File: config.mk
export PLATFORM = sky130hd
export DESIGN_NAME = bga_scan_sequencer_flat
export DESIGN_NICKNAME = d
export VERILOG_FILES = /design/src/rtl/bga_scan_sequencer_pkg.sv /design/src/rtl/bga_scan_sequencer_if.sv /design/src/rtl/bga_scan_compare.sv /design/src/rtl/bga_scan_sequencer.sv /design/src/flat_wrapper.sv
export SDC_FILE = /design/constraint.sdc
export NUM_CORES = 1
export LEC_CHECK = 0
export ABC_AREA = 1
export CAP_MARGIN = 40
export CORE_UTILIZATION = 45
export DETAILED_ROUTE_END_ITERATION = 8
export GPL_TIMING_DRIVEN = 0
export HOLD_SLACK_MARGIN = 0.02
export PLACE_DENSITY_LB_ADDON = 0.25
export SLEW_MARGIN = 20
export SYNTH_ARGS = -nofsm -noshare
export SYNTH_HDL_FRONTEND = slang
export SYNTH_SLANG_ARGS = --single-unit
File: constraint.sdc
create_clock -name clk -period 2.45 [get_ports clk]
set_clock_uncertainty 0.2 [all_clocks]
set_input_delay 0.49 -clock clk [delete_from_list [all_inputs] [get_ports clk]]
set_output_delay 0.49 -clock clk [all_outputs]
set_load 0.05 [all_outputs]
File: src/rtl/bga_scan_sequencer_pkg.sv
// ---------------------------------------------------------------------------
// bga_scan_sequencer_pkg
//
// Purpose : shared definitions for the BGA solder-joint loopback scan.
//           Holds the default pin-pair count and dwell, the index and
//           counter width derivations, the FSM state encoding and the
//           pattern-select encoding.
// Ports   : none (package)
// ---------------------------------------------------------------------------
package bga_scan_sequencer_pkg;

    localparam int N_PAIR_DEFAULT = 86;
    localparam int DWELL_DEFAULT  = 32;

    // Width of a step index able to address n pairs (never below 1 bit).
    function automatic int idx_width(input int n);
        return (n > 1) ? $clog2(n) : 1;
    endfunction

    // Width of a counter able to hold the value n (0..n inclusive).
    function automatic int cnt_width(input int n);
        return (n > 0) ? $clog2(n + 1) : 1;
    endfunction

    typedef enum logic [1:0] {
        IDLE = 2'd0,
        RUN  = 2'd1,
        DONE = 2'd2
    } scan_state_t;

    // pattern_sel encoding
    localparam logic PAT_WALK_ONE  = 1'b0;
    localparam logic PAT_WALK_ZERO = 1'b1;

endpackage

File: src/rtl/bga_scan_sequencer_if.sv
// ---------------------------------------------------------------------------
// bga_scan_sequencer_if
//
// Purpose : request/status bundle between the scan sequencer and the
//           status/LED logic.
// Signals : start           - single-cycle scan request
//           pattern_sel     - 0 walking-one, 1 walking-zero
//           busy, done      - scan running / one-cycle completion pulse
//           pass            - last completed scan had no failures
//           fail_cnt        - failing steps in the last scan
//           first_fail_idx  - step index of the first failure
//           first_fail_diff - driven XOR sampled at the first failure
//           fail_sticky     - any failure since reset
// Modports: master (requester / status consumer), slave (sequencer)
// ---------------------------------------------------------------------------
interface bga_scan_sequencer_if
    import bga_scan_sequencer_pkg::*;
#(
    parameter int N_PAIR = N_PAIR_DEFAULT,
    parameter int IDX_W  = idx_width(N_PAIR),
    parameter int CNT_W  = cnt_width(N_PAIR)
);

    logic              start;
    logic              pattern_sel;
    logic              busy;
    logic              done;
    logic              pass;
    logic [CNT_W-1:0]  fail_cnt;
    logic [IDX_W-1:0]  first_fail_idx;
    logic [N_PAIR-1:0] first_fail_diff;
    logic              fail_sticky;

    modport master (
        output start,
        output pattern_sel,
        input  busy,
        input  done,
        input  pass,
        input  fail_cnt,
        input  first_fail_idx,
        input  first_fail_diff,
        input  fail_sticky
    );

    modport slave (
        input  start,
        input  pattern_sel,
        output busy,
        output done,
        output pass,
        output fail_cnt,
        output first_fail_idx,
        output first_fail_diff,
        output fail_sticky
    );

endinterface

File: src/rtl/bga_scan_compare.sv
// ---------------------------------------------------------------------------
// bga_scan_compare
//
// Purpose : compares the driven pattern against the synchronised loopback
//           sample. Purely combinational; kept as its own block so the
//           wide XOR and OR-reduce can be pipelined later without touching
//           the sequencer.
// Ports   : pattern  in  N_PAIR  currently driven pattern
//           sampled  in  N_PAIR  synchronised loopback inputs
//           mismatch out 1       any bit differs
//           diff     out N_PAIR  pattern XOR sampled
// ---------------------------------------------------------------------------
module bga_scan_compare
    import bga_scan_sequencer_pkg::*;
#(
    parameter int N_PAIR = N_PAIR_DEFAULT
) (
    input  logic [N_PAIR-1:0] pattern,
    input  logic [N_PAIR-1:0] sampled,
    output logic              mismatch,
    output logic [N_PAIR-1:0] diff
);

    assign diff     = pattern ^ sampled;
    assign mismatch = |diff;

endmodule

File: src/rtl/bga_scan_sequencer.sv
// ---------------------------------------------------------------------------
// bga_scan_sequencer
//
// Purpose : walks a one-hot (or one-cold) pattern across all pin pairs,
//           holding each step for DWELL cycles, and compares the
//           double-synchronised loopback against the driven pattern on the
//           last dwell cycle. Records failure count, first failing step and
//           its difference vector, plus a sticky fail flag.
// Ports   : clk       in   system clock
//           reset_n   in   asynchronous active-low reset
//           ctrl      slave modport of bga_scan_sequencer_if
//                          (start/pattern_sel in; busy/done/pass/status out)
//           scan_out  out  N_PAIR registered drive to the _o pins
//           scan_in   in   N_PAIR raw _i pins, asynchronous to the pattern
// ---------------------------------------------------------------------------
module bga_scan_sequencer
    import bga_scan_sequencer_pkg::*;
#(
    parameter int N_PAIR = N_PAIR_DEFAULT,
    parameter int DWELL  = DWELL_DEFAULT,
    parameter int IDX_W  = idx_width(N_PAIR),
    parameter int CNT_W  = cnt_width(N_PAIR)
) (
    input  logic                 clk,
    input  logic                 reset_n,
    bga_scan_sequencer_if.slave  ctrl,
    output logic [N_PAIR-1:0]    scan_out,
    input  logic [N_PAIR-1:0]    scan_in
);

    localparam int                DW_W       = (DWELL > 1) ? $clog2(DWELL) : 1;
    localparam logic [DW_W-1:0]   DWELL_LAST = DW_W'(DWELL - 1);
    localparam logic [IDX_W-1:0]  LAST_STEP  = IDX_W'(N_PAIR - 1);
    localparam logic [CNT_W-1:0]  CNT_MAX    = '1;
    localparam logic [N_PAIR-1:0] FIRST_ONE  = N_PAIR'(1);

    scan_state_t       state;
    scan_state_t       state_next;

    logic              armed;
    logic              walk_zero;
    logic [IDX_W-1:0]  step;
    logic [DW_W-1:0]   dwell_cnt;
    logic [N_PAIR-1:0] sync0;
    logic [N_PAIR-1:0] sync1;
    logic              mismatch;
    logic [N_PAIR-1:0] diff;

    logic              busy;
    logic              done;
    logic              accept;
    logic              step_end;
    logic              last_step;
    logic              fail_record;

    logic              pass;
    logic [CNT_W-1:0]  fail_cnt;
    logic [CNT_W-1:0]  fail_cnt_next;
    logic [IDX_W-1:0]  first_fail_idx;
    logic [N_PAIR-1:0] first_fail_diff;
    logic              fail_sticky;

    // During RUN the registered drive is exactly the current step pattern,
    // so it doubles as the compare reference.
    bga_scan_compare #(
        .N_PAIR (N_PAIR)
    ) u_compare (
        .pattern  (scan_out),
        .sampled  (sync1),
        .mismatch (mismatch),
        .diff     (diff)
    );

    always_ff @(posedge clk or negedge reset_n) begin
        if (!reset_n) begin
            state <= IDLE;
        end else begin
            state <= state_next;
        end
    end

    // armed stays low for the first edge after reset release so a start
    // coinciding with deassertion is dropped.
    always_comb begin
        state_next = state;
        busy       = 1'b0;
        done       = 1'b0;
        accept     = 1'b0;
        step_end   = 1'b0;
        last_step  = 1'b0;
        case (state)
            IDLE: begin
                if (ctrl.start && armed) begin
                    accept     = 1'b1;
                    state_next = RUN;
                end
            end
            RUN: begin
                busy = 1'b1;
                if (dwell_cnt == DWELL_LAST) begin
                    step_end = 1'b1;
                    if (step == LAST_STEP) begin
                        last_step  = 1'b1;
                        state_next = DONE;
                    end
                end
            end
            DONE: begin
                done       = 1'b1;
                state_next = IDLE;
            end
            default: begin
                state_next = IDLE;
            end
        endcase
    end

    // Failure counter update; saturates rather than wrapping so a long
    // failing scan never reads back as clean.
    always_comb begin
        fail_record   = step_end && mismatch;
        fail_cnt_next = fail_cnt;
        if (accept) begin
            fail_cnt_next = '0;
        end else if (fail_record && (fail_cnt != CNT_MAX)) begin
            fail_cnt_next = fail_cnt + CNT_W'(1);
        end
    end

    // Two-flop synchroniser for the looped-back pins.
    always_ff @(posedge clk or negedge reset_n) begin
        if (!reset_n) begin
            sync0 <= '0;
            sync1 <= '0;
            armed <= 1'b0;
        end else begin
            sync0 <= scan_in;
            sync1 <= sync0;
            armed <= 1'b1;
        end
    end

    // Step/dwell counters, pattern drive and result capture. The pattern
    // advances by shifting the registered drive; walking-zero shifts in a
    // one so the single zero moves up. pass is computed from the updated
    // count so a failure on the final compare is included.
    always_ff @(posedge clk or negedge reset_n) begin
        if (!reset_n) begin
            walk_zero       <= 1'b0;
            step            <= '0;
            dwell_cnt       <= '0;
            scan_out        <= '0;
            pass            <= 1'b0;
            fail_cnt        <= '0;
            first_fail_idx  <= '0;
            first_fail_diff <= '0;
            fail_sticky     <= 1'b0;
        end else begin
            fail_cnt <= fail_cnt_next;
            if (accept) begin
                walk_zero       <= (ctrl.pattern_sel == PAT_WALK_ZERO);
                step            <= '0;
                dwell_cnt       <= '0;
                pass            <= 1'b0;
                first_fail_idx  <= '0;
                first_fail_diff <= '0;
                scan_out        <= (ctrl.pattern_sel == PAT_WALK_ZERO) ? ~FIRST_ONE : FIRST_ONE;
            end else if (busy) begin
                if (step_end) begin
                    dwell_cnt <= '0;
                    if (last_step) begin
                        scan_out <= walk_zero ? '1 : '0;
                        pass     <= (fail_cnt_next == '0);
                    end else begin
                        step     <= step + IDX_W'(1);
                        scan_out <= {scan_out[N_PAIR-2:0], walk_zero};
                    end
                end else begin
                    dwell_cnt <= dwell_cnt + DW_W'(1);
                end
                if (fail_record) begin
                    fail_sticky <= 1'b1;
                    if (fail_cnt == '0) begin
                        first_fail_idx  <= step;
                        first_fail_diff <= diff;
                    end
                end
            end
        end
    end

    assign ctrl.busy            = busy;
    assign ctrl.done            = done;
    assign ctrl.pass            = pass;
    assign ctrl.fail_cnt        = fail_cnt;
    assign ctrl.first_fail_idx  = first_fail_idx;
    assign ctrl.first_fail_diff = first_fail_diff;
    assign ctrl.fail_sticky     = fail_sticky;

endmodule
File: src/flat_wrapper.sv
// flat-port wrapper written by rule: the top's interface ports become plain ports
module bga_scan_sequencer_flat import bga_scan_sequencer_pkg::*;
#(
    parameter int N_PAIR = N_PAIR_DEFAULT,
    parameter int DWELL  = DWELL_DEFAULT,
    parameter int IDX_W  = idx_width(N_PAIR),
    parameter int CNT_W  = cnt_width(N_PAIR)
)
  (clk, reset_n, scan_out, scan_in, ctrl_start, ctrl_pattern_sel, ctrl_busy, ctrl_done, ctrl_pass, ctrl_fail_cnt, ctrl_first_fail_idx, ctrl_first_fail_diff, ctrl_fail_sticky);
  bga_scan_sequencer_if #(.N_PAIR(N_PAIR), .IDX_W(IDX_W), .CNT_W(CNT_W)) ctrl_i ();
  input  logic clk;
  input  logic reset_n;
  output logic [N_PAIR-1:0] scan_out;
  input  logic [N_PAIR-1:0] scan_in;
  input wire logic [$bits(ctrl_i.start)-1:0] ctrl_start;
  input wire logic [$bits(ctrl_i.pattern_sel)-1:0] ctrl_pattern_sel;
  output wire logic [$bits(ctrl_i.busy)-1:0] ctrl_busy;
  output wire logic [$bits(ctrl_i.done)-1:0] ctrl_done;
  output wire logic [$bits(ctrl_i.pass)-1:0] ctrl_pass;
  output wire logic [$bits(ctrl_i.fail_cnt)-1:0] ctrl_fail_cnt;
  output wire logic [$bits(ctrl_i.first_fail_idx)-1:0] ctrl_first_fail_idx;
  output wire logic [$bits(ctrl_i.first_fail_diff)-1:0] ctrl_first_fail_diff;
  output wire logic [$bits(ctrl_i.fail_sticky)-1:0] ctrl_fail_sticky;
  assign ctrl_i.start = ctrl_start;
  assign ctrl_i.pattern_sel = ctrl_pattern_sel;
  assign ctrl_busy = ctrl_i.busy;
  assign ctrl_done = ctrl_i.done;
  assign ctrl_pass = ctrl_i.pass;
  assign ctrl_fail_cnt = ctrl_i.fail_cnt;
  assign ctrl_first_fail_idx = ctrl_i.first_fail_idx;
  assign ctrl_first_fail_diff = ctrl_i.first_fail_diff;
  assign ctrl_fail_sticky = ctrl_i.fail_sticky;
  bga_scan_sequencer #(.N_PAIR(N_PAIR), .DWELL(DWELL), .IDX_W(IDX_W), .CNT_W(CNT_W)) u_core (.clk(clk), .reset_n(reset_n), .ctrl(ctrl_i), .scan_out(scan_out), .scan_in(scan_in));
endmodule
# Yosys cells after proc, flatten, opt, wreduce, memory -nomap -nowiden
# Index checks and enable logic that the tools add are counted.
# totals
output_inout_bits	190
wordCells	85
ff_bits	376
inputBits	90
# classes
addsub	3
muxes	40
reduce_logical	18
n_eq_ne	9
bitwise_logic	2
# ops
cell	n
$mux W86	10
$reduce_or A86 Y1	1
$xor A86 B86 Y86	1
$mux W7	10
$mux W5	3
$reduce_and A3 Y1	5
$add A7 B1 Y7 const B	2
$logic_not A7 Y1	2
$mux W1	13
$reduce_bool A2 Y1	5
$ne A2 B1 Y1 const B	4
$eq A7 B7 Y1 const B	1
$ne A7 B7 Y1 const B	1
$mux W2	3
$add A5 B1 Y5 const B	1
$eq A5 B5 Y1 const B	1
$pmux W2 S2	1
$logic_and A1 B1 Y1	3
$eq A2 B1 Y1 const B	1
$eq A2 B2 Y1 const B	1
$logic_not A2 Y1	1
$reduce_and A2 Y1	1
$not A1 Y1	1

# Longest topological paths before layout
# Gate-level depths: netlist of run 1.
# logic_depth
ltp_word	12
ltp_mapped	17
ltp_nobuf	16

# Modules after synthesis
# A second synthesis of run 1 with hierarchy kept.
# unflattened
hier_cells	1593
hier_area_um2	15130.8
# modules_own_cells
module	seq_area_each_um2	instances	area_per_inst_um2	cells_per_inst
bga_scan_sequencer	9409.0	1	13477.9	1218
bga_scan_compare	0.0	1	1652.8	375

# Worst setup path after synthesis of run 1
# No wires, ideal clock.
# synth_path
path_kind	register to register
startpoint	register u_core.dwell_cnt[0]
endpoint	register u_core.scan_out[69]
stages_incl_launch_ff	15
arrival_ps	2014
setup_time_ps	133
t_required_ps	2117
path_buffers	2
setup_slack_ps	103
synth_period_minus_slack_ps	2347
cell_sequence	dfrtp_1 > ha_1 > inv_1 > nor3_1 > ha_1 > inv_1 > nor2_4 > inv_1 > nand2_1 > nand2_1 > o21bai_4 > buf_2 > buf_4 > a21oi_1 > a21oi_1
# synth_via
elab_chain_len	7
elab_cells_between_ends	11
cone_classes	eq/ne (1); mux (8); reduce/logical (2)
# synth_lines
element	line_no	source
from (decl)	bga_scan_sequencer.sv:43	logic [DW_W-1:0] dwell_cnt;
from (signal assigned)	bga_scan_sequencer.sv:179	dwell_cnt <= dwell_cnt + DW_W'(1);
$eq A5 B5 Y1 (*)	bga_scan_sequencer.sv:100	if (dwell_cnt == DWELL_LAST) begin
$mux W1	bga_scan_sequencer.sv:100	
$mux W1	bga_scan_sequencer.sv:91	case (state)
$mux W86	bga_scan_sequencer.sv:171	if (last_step) begin
$mux W86	bga_scan_sequencer.sv:169	if (step_end) begin
$mux W86	bga_scan_sequencer.sv:168	end else if (busy) begin
$mux W86	bga_scan_sequencer.sv:160	if (accept) begin
to (signal assigned)	bga_scan_sequencer.sv:167	scan_out <= (ctrl.pattern_sel == PAT_WALK_ZERO) ? ~FIRST_ONE : FIRST_ONE;
to (signal assigned)	bga_scan_sequencer.sv:172	scan_out <= walk_zero ? '1 : '0;
to (signal assigned)	bga_scan_sequencer.sv:176	scan_out <= {scan_out[N_PAIR-2:0], walk_zero};
to (decl)	bga_scan_sequencer.sv:27	output logic [N_PAIR-1:0] scan_out,
# Every way passes the cells marked *; elsewhere a longest branch is shown, timed or not. The select of a mux whose other input is x is not followed.
# A chain may end at the register's enable or synchronous reset.

# Final worst setup path of run 1
# layout_path
startpoint	register u_core.dwell_cnt[0]
endpoint	register u_core.scan_out[30]
# Same word-level chain as after synthesis.

==> results_dict.tcl, run 1 <==
set metrics [dict create \
    vias_per_cell 5.04 \
    cpPeakStageDelay_ns 0.38 \
    peakVddDrop_uv 800 \
    place_ws_ns -0.660 \
    cts.reportedPaths.clkPinSlew_ns 0.07 \
    final-seq-area_um2 9420 \
    utilization_pct 67.0 \
    worst_slack_ns -0.218 \
    critPathArrivalTime_ns 2.87 \
    rsz0062_at_grt "true" \
    grt_pass1_vias 11514 \
    wl_per_cell_um 17.8 \
    power_uw 25600 \
    yosysWarningCount 0 \
    cp-end-kind "flip-flop" \
    grtUsageTotal_pct 25.1 \
    tightestPinTransition_ns 0.723 \
    cp_top_family "buffers and inverters" \
    drive_gt1_share_pct 21.8 \
    fin_crit_sh_pct 109 \
    synth_nets 1559 \
    cts_max_path_buffers 3 \
    ys_ff_latch 376 \
    cts_made_buffers 41 \
    postRouteWirelength_mm 40.7 \
    hold_path_class "flip-flop to flip-flop" \
    path_cells "ha_2 > inv_2 > nor3_4 > ha_2 > inv_4 > nor3_4 > nand4_1 > nor2_2 > inv_2 > buf_6 > nand2_8 > inv_8 > buf_12 > buf_12 > buf_16 > nand2_2 > a21oi_2" \
    cts_tree "yes" \
    power.leakage_uw 0.0104 \
    status "complete, but fails checks" \
    place_hpwl_mm 26.6 \
    grt_overflow 0 \
    io_buffers 279 \
    core_um2 31500 \
    nFillCells 2330 \
    crit_buf_inv 8 \
    finalHoldViolations 0 \
    die_y_um 181 \
    fin_crit_ns 2.67 \
    firstDrtPassIters 7 \
    power_density_nw_per_um2 1210 \
    synth_cells 1463 \
    areaGrowthSynthToFinish_pct 46.9 \
    die_w_um 181 \
    multi_input_area_um2 4650 \
    drtIter0Drc 660 \
    finalMaxSlewViolations 0 \
    fmax_ghz 0.375 \
    clk_latency_ns 0.53 \
    nets 1947 \
    start_kind "flip-flop" \
    grt_max_degree 103 \
    syn_avg_cell_area_um2 9.81 \
    route.detailed.drc 0 \
    critPathKind "flip-flop to flip-flop" \
    start_util_pct 45.6 \
    dieArea_um2 32600 \
    setup_viol 97 \
    synth_seq_area_share_pct 65.5 \
    via_count 11536 \
    rows 65 \
    grt_pass1_wl_mm 63.4 \
    gp_congestion 0.871 \
    cts.htree.levels 2 \
    cts_root_buffer "clkbuf_16" \
    io_pins 280 \
    drv_cap 0 \
    ant_nets 0 \
    mappedNetlistArea_um2 14400 \
    cp_slowest_cell "dfrtp_1" \
    violations "negative setup slack" \
    worst-path-max-fanout 7 \
    synth_cell_types 36 \
    slew_headroom_pct 51.8 \
    clock_sinks 376 \
    grt_antenna_before_repair 2 \
    required_ns 2.65 \
]
==> path summary, 6_finish.rpt <==
kind / startpoint / to / slack [ns] / depth (start not counted)
max: u_core.dwell_cnt[0]$_DFFE_PN0P_ / u_core.scan_out[30]$_DFFE_PN0P_ / -0.22 / 17
min: u_core.sync0[63]$_DFF_PN0_ / u_core.sync1[63]$_DFF_PN0_ / 0.14 / 0
max reg2reg: u_core.dwell_cnt[0]$_DFFE_PN0P_ / u_core.scan_out[30]$_DFFE_PN0P_ / -0.22 / 17
min reg2reg: u_core.sync0[63]$_DFF_PN0_ / u_core.sync1[63]$_DFF_PN0_ / 0.14 / 0
max in group asynchronous: reset_n / u_core.sync0[34]$_DFF_PN0_ / 0.34 / 4
min in group asynchronous: reset_n / u_core.ctrl.first_fail_diff[9]$_DFFE_PN0P_ / 0.35 / 2
==> sequential cells by signal, indices dropped and copies added (netlist names) <==
register and cells:
u_core.ctrl.first_fail_idx 7, u_core.ctrl.pass 1, u_core.step 7, u_core.sync1 86, u_core.armed 1, u_core.ctrl.fail_sticky 1
u_core.scan_out 86, u_core.sync0 86, u_core.walk_zero 1, u_core.dwell_cnt 5, u_core.state 2, u_core.ctrl.first_fail_diff 86
u_core.ctrl.fail_cnt 7
==> stage by stage <==
stage | hold WS [ns] | TNS (ns) | cell area [µm²] | cells
floorplan | -0.00559 | 0 | 14400 | 1463
global placement | 0.131 | -5893.81 | 17700 | 2144
detailed placement | 0.135 | -76.79 | 17700 | 2147
CTS | 0.146 | -6.26 | 20600 | 2272
global route | 0.151 | -28.40 | 21100 | 2285
finish | 0.143 | -11.39 | 21100 | 2287
==> metal layers <==
metal  GRT usage [%]  up-vias  share of wire, %
li1                -     5429                 -
met1            32.6     5652                42
met2            41.0      367                48
met3            5.64       88               6.0
met4            9.68        0               3.9
met5               0        -                 0
==> synth_stat cells, drive strengths merged <==
library cell,instances,share of area [%]
a21o,1,0.052
a21oi,150,5.2
a32o,1,0.070
and2,1,0.044
buf,32,1.4
clkbuf,32,0.84
clkinv,1,0.026
conb,1,0.026
dfrtp,376,66
ha,6,0.52
inv,197,5.2
nand2,307,8.1
nand3,153,5.5
nand4,9,0.39
nor2,93,2.6
nor3,12,0.45
nor3b,2,0.10
nor4,2,0.087
o21ai,54,1.9
o21bai,1,0.13
o22ai,1,0.044
o31ai,2,0.10
o32ai,1,0.061
xnor2,2,0.12
xor2,26,1.6
==> what timing repair did <==
item | in CTS | in global routing
setup endpoints to repair | 276 | 212
gates cloned | 14 | 2
hold endpoints to repair | 87 | 0
hold buffers | 1 | 0
pin swaps | 25 | 18
buffers inserted | 42 | 18
resized for setup | 326 | 124
==> report_power, final <==
| group | leakage, µW | internal (µW) | total [µW] | switching (µW) |
|---|---|---|---|---|
| logic | 0.00522 | 3120 | 10100 | 7000 |
| clock network | 0.000731 | 4110 | 6610 | 2500 |
| registers | 0.00444 | 7530 | 8840 | 1310 |
| total | 0.0104 | 14800 | 25600 | 10800 |
==> layout make-up <==
class,count,share of cell area (%)
Multi-Input combinational cell,826,22.1
Antenna cell,2,0.0237
Timing Repair Buffer,346,17.4
Buffer,62,2.84
Inverter,198,3.64
Clock inverter,19,1.24
Tap cell,402,2.38
Sequential cell,376,44.6
Clock buffer,56,5.75
==> cells by family after synthesis <==
logic type      synth area share, %
simple gates                   17.3
buf+inv                        7.37
flops                          65.5
compound gates                 7.57
other cells                  0.0261
xor+xnor                       1.71
fa+ha+maj                     0.523
==> worst register-to-register path, cell delays in order, from the launching register on <==
cell	delay [ns]
dfrtp_1	0.38
ha_2	0.20
inv_2	0.05
nor3_4	0.10
ha_2	0.22
inv_4	0.05
nor3_4	0.11
nand4_1	0.17
nor2_2	0.18
inv_2	0.09
buf_6	0.14
nand2_8	0.07
inv_8	0.06
buf_12	0.16
buf_12	0.13
buf_16	0.13
nand2_2	0.06
a21oi_2	0.05
==> placed cells by master (no fill, tap or decap), types with 5 or more instances in the layout <==
| cell type | n |
|---|---|
| buf_4 | 39 |
| dfrtp_1 | 371 |
| nand3_2 | 6 |
| buf_8 | 10 |
| clkinv_2 | 9 |
| inv_1 | 148 |
| xor2_1 | 25 |
| a21oi_4 | 9 |
| nor3_1 | 7 |
| o21ai_0 | 20 |
| buf_16 | 11 |
| nor2_2 | 10 |
| inv_2 | 45 |
| clkbuf_16 | 45 |
| nand2_2 | 30 |
| dfrtp_2 | 5 |
| nand3_1 | 144 |
| buf_12 | 15 |
| clkbuf_8 | 16 |
| o21ai_1 | 32 |
| dlygate4sd2_1 | 95 |
| a21oi_2 | 91 |
| nand2_1 | 270 |
| dlymetal6s2s_1 | 24 |
| clkdlybuf4s50_1 | 158 |
| buf_6 | 17 |
| nand4_1 | 9 |
| nand2_4 | 5 |
| nor2_1 | 79 |
| clkbuf_1 | 24 |
| a21oi_1 | 50 |
| bufinv_16 | 6 |
Note: power is estimated with default switching activity, not from simulation.
==> inputs of run 2 (changes only) <==
- DONT_BUFFER_PORTS: unset -> 1
==> results_dict.tcl, run 2 (same netlist as run 1, synthesis figures left out) <==
set metrics [dict create \
    status "complete, but fails checks" \
    violations "negative hold slack, negative setup slack" \
    critPathArrivalTime_ns 2.87 \
    comb_power_share_pct 17.2 \
    required_ns 2.72 \
    power_uw 23700 \
    multi_input_area_um2 5070 \
    cpPeakStageDelay_ns 0.58 \
    io_pins 280 \
    worst-path-max-fanout 10 \
    io_buffers 0 \
    fmax_ghz 0.386 \
    final_cell_mix "dfrtp_1 (290), nand2_1 (273), inv_1 (137)" \
    cts_max_path_buffers 3 \
    nets 1758 \
    grt_max_degree 377 \
    grt_pass1_wl_mm 59.0 \
    grt_antenna_before_repair 0 \
    route.detailed.drc 0 \
    worst_slack_ns -0.144 \
    power.leakage_uw 0.00935 \
    hold_buffers 87 \
    tightestPinTransition_ns 1.16 \
    cts.htree.levels 2 \
    grt_pass1_vias 10413 \
    p_sw_uw 10600 \
    mostFrequentLayoutCell "dfrtp_1" \
    fin_crit_sh_pct 106 \
    core_um2 31500 \
    p_int_uw 13100 \
    cts.reportedPaths.clkPinSlew_ns 0.06 \
    wl_per_cell_um 19.3 \
    rows 65 \
    swShare_pct 44.6 \
    cts_tree "yes" \
    die_y_um 181 \
    final-seq-area_um2 9520 \
    setup_viol 168 \
    finalMaxSlewViolations 0 \
    start_util_pct 45.6 \
    slew_headroom_pct 22.7 \
    drtIter0Drc 661 \
    pwr-share-clk_pct 26.7 \
    num_antenna_cells 0 \
    fin_crit_ns 2.59 \
    clk_latency_ns 0.54 \
    via_count 10672 \
    path_cells "inv_2 > nand2_2 > nand2_2 > nor2_2 > nand2_1 > nor2_2 > nand2_2 > nor2_4 > nand3_4 > buf_6 > buf_8 > nand3_2 > nand2_1 > nand3_2 > nand2_2 > nor2_2 > nand2_1 > nand2_1" \
    areaGrowthSynthToFinish_pct 37.4 \
    drive_gt1_share_pct 35.1 \
    firstDrtPassIters 5 \
    drv_cap 0 \
    gp_congestion 0.843 \
    place_ws_ns -0.569 \
    place_hpwl_mm 24.7 \
    vias_per_cell 5.09 \
    die_w_um 181 \
    grt_overflow 0 \
    cts_root_buffer "clkbuf_16" \
    seqPwrFrac_pct 56.1 \
    hold-worst-slack_ns -0.541 \
    grtUsageTotal_pct 23.6 \
    clock_sinks 376 \
    power_density_nw_per_um2 1200 \
    ant_nets 0 \
    finalHoldViolations 376 \
    crit_buf_inv 3 \
    hold_path_class "primary input to asynchronous set/reset pin" \
    peakVddDrop_uv 754 \
    nFillCells 2436 \
    cp_slowest_cell "dfrtp_2" \
    rsz0062_at_grt "true" \
    postRouteWirelength_mm 40.5 \
    cts_made_buffers 41 \
    cp-end-kind "flip-flop" \
    cp_top_family "simple AND/OR/NAND/NOR gates" \
    critPathKind "flip-flop to flip-flop" \
    start_kind "flip-flop" \
    dieArea_um2 32600 \
]
-- run 2: worst paths after layout --
path                       depth (start not counted)                                    endpoint                             from  slack, ns
max                                               18                u_core.ctrl.pass$_DFFE_PN0P_  u_core.scan_out[60]$_DFFE_PN0P_      -0.14
min                                                0  u_core.ctrl.first_fail_diff[9]$_DFFE_PN0P_                          reset_n      -0.54
max in group asynchronous                          0           u_core.ctrl.fail_cnt[0]$_DFF_PN0_                          reset_n       1.56
min reg2reg                                        0                  u_core.sync1[16]$_DFF_PN0_       u_core.sync0[16]$_DFF_PN0_       0.14
max reg2reg                                       18                u_core.ctrl.pass$_DFFE_PN0P_  u_core.scan_out[60]$_DFFE_PN0P_      -0.14
min in group clk                                   0                  u_core.sync1[16]$_DFF_PN0_       u_core.sync0[16]$_DFF_PN0_       0.14
-- run 2: timing repair --
| action | in CTS | in global routing |
|---|---|---|
| gates resized for setup | 242 | 312 |
| setup buffers | 39 | 14 |
| gates cloned | 7 | 15 |
| hold endpoints to repair | 464 | 376 |
| endpoints found under the setup margin | 192 | 193 |
| pin swaps | 11 | 60 |
-- run 2: layer usage --
metal	track usage [%]	vias to the layer above	wire (µm)
li1	-	5039	-
met1	30.5	5227	17000
met2	38.1	320	19400
met3	6.29	86	2600
met4	8.68	0	1580
met5	0	-	0
-- run 2: area by class of cell --
class,instances,share of cell area [%]
flip-flops and latches,376,48.2
multi-input cells,826,25.7
repair buffers,157,9.26
clock buffers,53,5.73
inverters,198,3.87
plain buffers,62,3.34
well taps,402,2.55
clock inverters,22,1.31
-- run 2: power by group through the flow --
stage          Combinational, µW  Sequential (µW)  Clock (µW)
6_report                    4070            13300        6340
5_1_grt                     4570            13400        6710
4_1_cts                     3360            13200        6440
3_5_place_dp                2920            13100           0
3_3_place_gp                2820            13100           0
2_1_floorplan               2350            12500           0
-- run 2: stage by stage --
stage / utilization [%] / instances / area, µm² / TNS, ns
CTS: 57.6 / 2073 / 18100 / -2.64
floorplan: - / 1463 / 14400 / 0
global route: 62.7 / 2096 / 19700 / -26.58
finish: 62.7 / 2096 / 19700 / -10.65
global placement: 47.2 / 1865 / 14900 / -73.01
detailed placement: 47.2 / 1866 / 14900 / -74.84
-- run 2: worst reg2reg max path: cells and delay by family (launching register included) --
family | cells | cell delay [ns]
buf+inv | 3 | 0.37
simple gates | 15 | 1.37
flops | 1 | 0.58
